==> config.mk <==
export PLATFORM = sky130hd
export DESIGN_NAME = div_clk_monitor_flat
export DESIGN_NICKNAME = d
export VERILOG_FILES = /design/src/rtl/div_clk_monitor_if.sv /design/src/rtl/div_clk_monitor.sv /design/src/flat_wrapper.sv
export SDC_FILE = /design/constraint.sdc
export NUM_CORES = 1
export LEC_CHECK = 0
export BUFFER_PORTS_ARGS = -buffer_cell sky130_fd_sc_hd__buf_2
export CORE_MARGIN = 10
export CORE_UTILIZATION = 54
export DETAILED_ROUTE_END_ITERATION = 6
export PLACE_DENSITY = 0.77
export REMOVE_ABC_BUFFERS = 1
export SYNTH_ARGS = -nofsm -noshare
export SYNTH_HDL_FRONTEND = slang
export SYNTH_SLANG_ARGS = --single-unit
==> constraint.sdc <==
create_clock -name clk -period 1.65 [get_ports clk]
set_input_delay 0.165 -clock clk [delete_from_list [all_inputs] [get_ports clk]]
set_output_delay 0.165 -clock clk [all_outputs]
set_load 0.01 [all_outputs]
==> src/rtl/div_clk_monitor_if.sv <==
// Status bundle between the divided-clock monitor and its status/debug consumer.
interface div_clk_monitor_if #(
   parameter int unsigned LEN_W = 4,
   parameter int unsigned CNT_W = 16
);
   logic             div_clk;
   logic             err_clr;
   logic             rise_pulse;
   logic             fall_pulse;
   logic             locked;
   logic             err;
   logic [LEN_W-1:0] half_len;
   logic [CNT_W-1:0] edge_cnt;

   modport master (
      output div_clk, err_clr,
      input  rise_pulse, fall_pulse, locked, err, half_len, edge_cnt
   );

   modport slave (
      input  div_clk, err_clr,
      output rise_pulse, fall_pulse, locked, err, half_len, edge_cnt
   );
endinterface

==> src/rtl/div_clk_monitor.sv <==
// Measures div_clk half-periods on clk, tracks lock and flags sticky errors.
// Optional macro DIVMON_TOL_EN: accept half-periods within +/-1 cycle of HALF.
module div_clk_monitor #(
   parameter int unsigned HALF     = 2,
   parameter int unsigned LOCK_CNT = 4,
   parameter int unsigned TO_MAX   = 8,
   parameter int unsigned LEN_W    = 4,
   parameter int unsigned CNT_W    = 16
) (
   input  logic              clk,
   input  logic              rst_n,
   div_clk_monitor_if.slave  mon
);

   localparam int unsigned GC_W = $clog2(LOCK_CNT + 1);
   localparam logic [LEN_W-1:0] RUN_MAX = '1;

   localparam logic [1:0] ST_IDLE   = 2'd0;
   localparam logic [1:0] ST_ACQ    = 2'd1;
   localparam logic [1:0] ST_LOCKED = 2'd2;

   logic [1:0]       r_state;
   logic [1:0]       w_state_nxt;
   logic             r_s_q;
   logic [LEN_W-1:0] r_run;
   logic [GC_W-1:0]  r_good_cnt;
   logic [GC_W-1:0]  w_good_nxt;
   logic             r_rise;
   logic             r_fall;
   logic             r_locked;
   logic             r_err;
   logic [LEN_W-1:0] r_half_len;
   logic [CNT_W-1:0] r_edge_cnt;

   logic w_edge;
   logic w_good;
   logic w_timeout;
   logic w_err_set;

   assign w_edge    = (mon.div_clk != r_s_q);
   assign w_timeout = !w_edge && (r_run == LEN_W'(TO_MAX - 1));

`ifdef DIVMON_TOL_EN
   assign w_good = (r_run >= LEN_W'(HALF - 1)) && (r_run <= LEN_W'(HALF + 1));
`else
   assign w_good = (r_run == LEN_W'(HALF));
`endif

   // State register
   always_ff @(posedge clk or negedge rst_n) begin
      if (!rst_n) begin
         r_state    <= ST_IDLE;
         r_good_cnt <= '0;
      end else begin
         r_state    <= w_state_nxt;
         r_good_cnt <= w_good_nxt;
      end
   end

   // Lock FSM: next state, good-run count and error request
   always_comb begin
      w_state_nxt = r_state;
      w_good_nxt  = r_good_cnt;
      w_err_set   = 1'b0;
      case (r_state)
         ST_IDLE: begin
            if (w_edge) begin
               w_state_nxt = ST_ACQ;
               w_good_nxt  = '0;
            end
         end
         ST_ACQ: begin
            if (w_timeout) begin
               w_state_nxt = ST_IDLE;
            end else if (w_edge) begin
               if (w_good) begin
                  w_good_nxt = r_good_cnt + GC_W'(1);
                  if (r_good_cnt == GC_W'(LOCK_CNT - 1)) w_state_nxt = ST_LOCKED;
               end else begin
                  w_good_nxt = '0;
               end
            end
         end
         ST_LOCKED: begin
            if (w_timeout) begin
               w_err_set   = 1'b1;
               w_state_nxt = ST_IDLE;
            end else if (w_edge && !w_good) begin
               w_err_set   = 1'b1;
               w_state_nxt = ST_ACQ;
               w_good_nxt  = '0;
            end
         end
         default: begin
            w_state_nxt = ST_IDLE;
            w_good_nxt  = '0;
         end
      endcase
   end

   // Sampling, run-length measurement and registered outputs
   always_ff @(posedge clk or negedge rst_n) begin
      if (!rst_n) begin
         r_s_q      <= 1'b0;
         r_run      <= '0;
         r_rise     <= 1'b0;
         r_fall     <= 1'b0;
         r_locked   <= 1'b0;
         r_err      <= 1'b0;
         r_half_len <= '0;
         r_edge_cnt <= '0;
      end else begin
         r_s_q    <= mon.div_clk;
         r_rise   <= w_edge && mon.div_clk;
         r_fall   <= w_edge && !mon.div_clk;
         r_locked <= (w_state_nxt == ST_LOCKED);
         if (w_edge) begin
            r_run      <= LEN_W'(1);
            r_edge_cnt <= r_edge_cnt + CNT_W'(1);
            if (r_state != ST_IDLE) r_half_len <= r_run;
         end else if (r_run != RUN_MAX) begin
            r_run <= r_run + LEN_W'(1);
         end
         // A new error outranks a simultaneous clear
         if (w_err_set)        r_err <= 1'b1;
         else if (mon.err_clr) r_err <= 1'b0;
      end
   end

   assign mon.rise_pulse = r_rise;
   assign mon.fall_pulse = r_fall;
   assign mon.locked     = r_locked;
   assign mon.err        = r_err;
   assign mon.half_len   = r_half_len;
   assign mon.edge_cnt   = r_edge_cnt;

endmodule

==> src/flat_wrapper.sv <==
// flat-port wrapper written by rule: the top's interface ports become plain ports
module div_clk_monitor_flat 
#(
   parameter int unsigned HALF     = 2,
   parameter int unsigned LOCK_CNT = 4,
   parameter int unsigned TO_MAX   = 8,
   parameter int unsigned LEN_W    = 4,
   parameter int unsigned CNT_W    = 16
)
  (clk, rst_n, mon_div_clk, mon_err_clr, mon_rise_pulse, mon_fall_pulse, mon_locked, mon_err, mon_half_len, mon_edge_cnt);
  div_clk_monitor_if #(.LEN_W(LEN_W), .CNT_W(CNT_W)) mon_i ();
  input  logic clk;
  input  logic rst_n;
  input wire logic [$bits(mon_i.div_clk)-1:0] mon_div_clk;
  input wire logic [$bits(mon_i.err_clr)-1:0] mon_err_clr;
  output wire logic [$bits(mon_i.rise_pulse)-1:0] mon_rise_pulse;
  output wire logic [$bits(mon_i.fall_pulse)-1:0] mon_fall_pulse;
  output wire logic [$bits(mon_i.locked)-1:0] mon_locked;
  output wire logic [$bits(mon_i.err)-1:0] mon_err;
  output wire logic [$bits(mon_i.half_len)-1:0] mon_half_len;
  output wire logic [$bits(mon_i.edge_cnt)-1:0] mon_edge_cnt;
  assign mon_i.div_clk = mon_div_clk;
  assign mon_i.err_clr = mon_err_clr;
  assign mon_rise_pulse = mon_i.rise_pulse;
  assign mon_fall_pulse = mon_i.fall_pulse;
  assign mon_locked = mon_i.locked;
  assign mon_err = mon_i.err;
  assign mon_half_len = mon_i.half_len;
  assign mon_edge_cnt = mon_i.edge_cnt;
  div_clk_monitor #(.HALF(HALF), .LOCK_CNT(LOCK_CNT), .TO_MAX(TO_MAX), .LEN_W(LEN_W), .CNT_W(CNT_W)) u_core (.clk(clk), .rst_n(rst_n), .mon(mon_i));
endmodule
==> metrics <==
leak pwr=0.9908 nW; final instance area=0.001926 mm²; top layer in use=met4; peak supply drop=0.0008511 V; Mapped Avg Cell Area=11.74 µm²; initial antenna violation count=0; # setup viols final=0; HP Class=in2reg; part of the power in registers=0.521; post-DP HPWL=2.288 mm; Rows=19; top post-synthesis cells by area=dfrtp_1 (53%), xor2_1 (6.0%), ha_1 (5.4%); Ys Warns=0; Final Skew=0.01064 ns; wl on met1=1.323 mm; WL met3=296 µm; register area share after synthesis=0.5288; Sink Count=34; Clock Path Buffers=2; cells after synthesis=137; switching portion of total power=0.3681; Worst Max-Slew Pin Slew=0.7326 ns; fill cell total of the finished layout=220; fin nets=184; crit path DAT=1.84 ns; clock transition at the registers of the reported paths=0.11 ns; crit path time final=1.567 ns; I/O pin cnt=28; Final Hold Slack=0.09848 ns; combinational share of power=0.267; Mapped Area=0.001609 mm²; Die W=74.59 µm; Max Cap Viol=0; critical path class=reg2reg; n_diodes=0; post-synth top area share=0.5288; CP Capture Point=u_core.mon.edge_cnt[11]; core area=0.002805 mm²; critical path, cell by cell=ha_2 > nand4b_4 > nor4_4 > xor2_1; Final Hold Fails=0; Crit-path slowest cell=dfrtp_1; first-pass GRT wire length=5.478 mm; Hold Startpoint=mon_div_clk; GR Overflow Total=0; post-CTS setup buffers=0; TritonCTS clock tree=built; Hold Path Cell Cnt=2; Port-buffer cells=27; max-slew violation count=0; FF-to-FF End=u_core.mon.edge_cnt[11]; Clk pwr share=0.212; clock root buffer=clkbuf_4; setup TNS=0 ns; most frequent cells in the layout=dfrtp_1 (34), buf_2 (27), xor2_1 (11); worst r2r src=u_core.r_s_q; status=complete, no violations; met2 wire len=1.639 mm; post-synth top area cell=dfrtp_1; CP max FO=6; vias per inst=5.688; routed len/inst=16.05 µm; Iteration-0 DRC Markers=64; DIE HEIGHT=74.59 µm; gpl congestion=0.8154; area grow syn2layout=19.67%; Initial DRT Pass Iterations=4; layout cells sized above 1=0.3161; R2R depth=4; vias in the first global route=1158; r2r setup slk=0.08 ns; synthesis-stage register bit count=34; Starting Density=0.5736; H-tree depth=2; largest net degree at the start of global routing=35; All-Layer GR Usage=0.1274; Tcrit/Tclk final=0.9499; CP endpoint kind=register; Fmax=638.0 MHz; Pint=1.464 mW; RSZ-0062 raised after global routing=no; post-synthesis cell type count=33; power consumption=2.317 mW; most common cell after layout, fill and taps aside=dfrtp_1; Sw Pwr=0.8528 mW; via count=1166; DRC errors left=0; PD cells=1203 mW/mm²; Worst path max stage delay=0.40 ns; Critical Path Start Type=register; die area=0.005563 mm²; clk_lat worst skew=0.34 ns; Crit. Startpoint=u_core.r_s_q; Worst Path Required=1.92 ns; total routed wirelength=3.290 mm; Placement Cell Area=0.001783 mm²; relative slew slack=0.5116; Antenna Violating Nets Remaining=0; Final Core Density=0.6864; CTS Buf Count=5
[cell usage after synthesis]
master,n
o41ai_1,2
nor4_2,5
and4bb_2,1
a22oi_1,1
nor2_1,6
a32o_1,1
nand4_2,1
o22ai_1,1
xnor2_1,5
o21bai_1,2
a31o_1,1
a21boi_0,1
a31oi_1,1
nor3b_1,3
mux2_2,4
xor2_1,11
nand4b_4,1
nor4b_2,1
a211oi_1,1
mux2i_1,1
nor2b_1,3
a222oi_1,1
o21ai_0,3
buf_2,3
nand2_1,10
nor3_1,5
nand4_1,2
inv_1,10
dfrtp_1,34
o21ai_1,1
nand2b_1,1
nand3_1,7
ha_1,7
[layout make-up]
type | instances | area (µm²) | share of cell area
flip-flops and latches | 34 | 850.8 | 0.4418
multi-input cells | 91 | 764.5 | 0.3970
repair buffers | 31 | 170.2 | 0.08837
clock buffers | 6 | 51.30 | 0.02664
well taps | 31 | 38.79 | 0.02014
inverters | 10 | 37.54 | 0.01949
clock inverters | 2 | 12.51 | 0.006498
[flip-flops by register name, indices dropped and copies added (netlist names)]
name,flops
u_core.mon.edge_cnt,16
u_core.mon.half_len,4
u_core.r_run,4
u_core.r_good_cnt,3
u_core.r_state,2
u_core.mon.err,1
u_core.mon.fall_pulse,1
u_core.mon.locked,1
u_core.mon.rise_pulse,1
u_core.r_s_q,1
[through the flow]
stage | setup slack (ns) | instances
3_5_place_dp | 0.008289 | 194
4_1_cts | 0.02645 | 205
2_1_floorplan | 0.007121 | 134
5_1_grt | 0.003206 | 205
3_3_place_gp | 0.09796 | 194
6_report | 0.08260 | 205
[critical path, delay by kind of cell (launching register included)]
kind,cells,cell delay (ns)
simple gates,2,0.60
flops,1,0.40
fa+ha+maj,1,0.31
xor+xnor,1,0.19
[power by group through the flow]
stage	Sequential [mW]	Combinational [mW]	Clock (mW)
floorplan	1.24	0.301	0
global placement	1.19	0.582	0
detailed placement	1.20	0.600	0
CTS	1.21	0.619	0.508
global route	1.24	0.689	0.554
finish	1.21	0.618	0.491
[cell families (layout without fill, tap and decap cells)]
kind of cell	after synthesis	in the layout	synth area share
AOI/OAI and AO/OA	16	16	0.07232
xor gates and xnor gates	16	16	0.08709
adders and majority gates	7	7	0.05443
buffers and inverters	13	49	0.03266
DFF	34	34	0.5288
muxes	5	5	0.03421
and+or+nand+nor	46	47	0.1905
[worst min-delay path by stage]
stage,end
after floorplan,u_core.mon.edge_cnt[0]
after global placement,u_core.mon.rise_pulse
after detailed placement,u_core.mon.fall_pulse
after CTS,u_core.mon.rise_pulse
after global routing,u_core.mon.rise_pulse
final,u_core.mon.rise_pulse
[metal layers]
metal	GRT usage	vias up
met2	0.1998	36
met1	0.1502	567
met4	0.05042	0
met5	0	-
li1	-	559
met3	0.05585	4
[repair_timing]
action,CTS,global route
gates cloned,1,0
hold buffers,2,0
endpoints found under the hold margin,35,0
resized for setup,2,5
pin swaps,0,1
endpoints found under the setup margin,2,12
No activity file was read; power rests on OpenSTA's default activity.
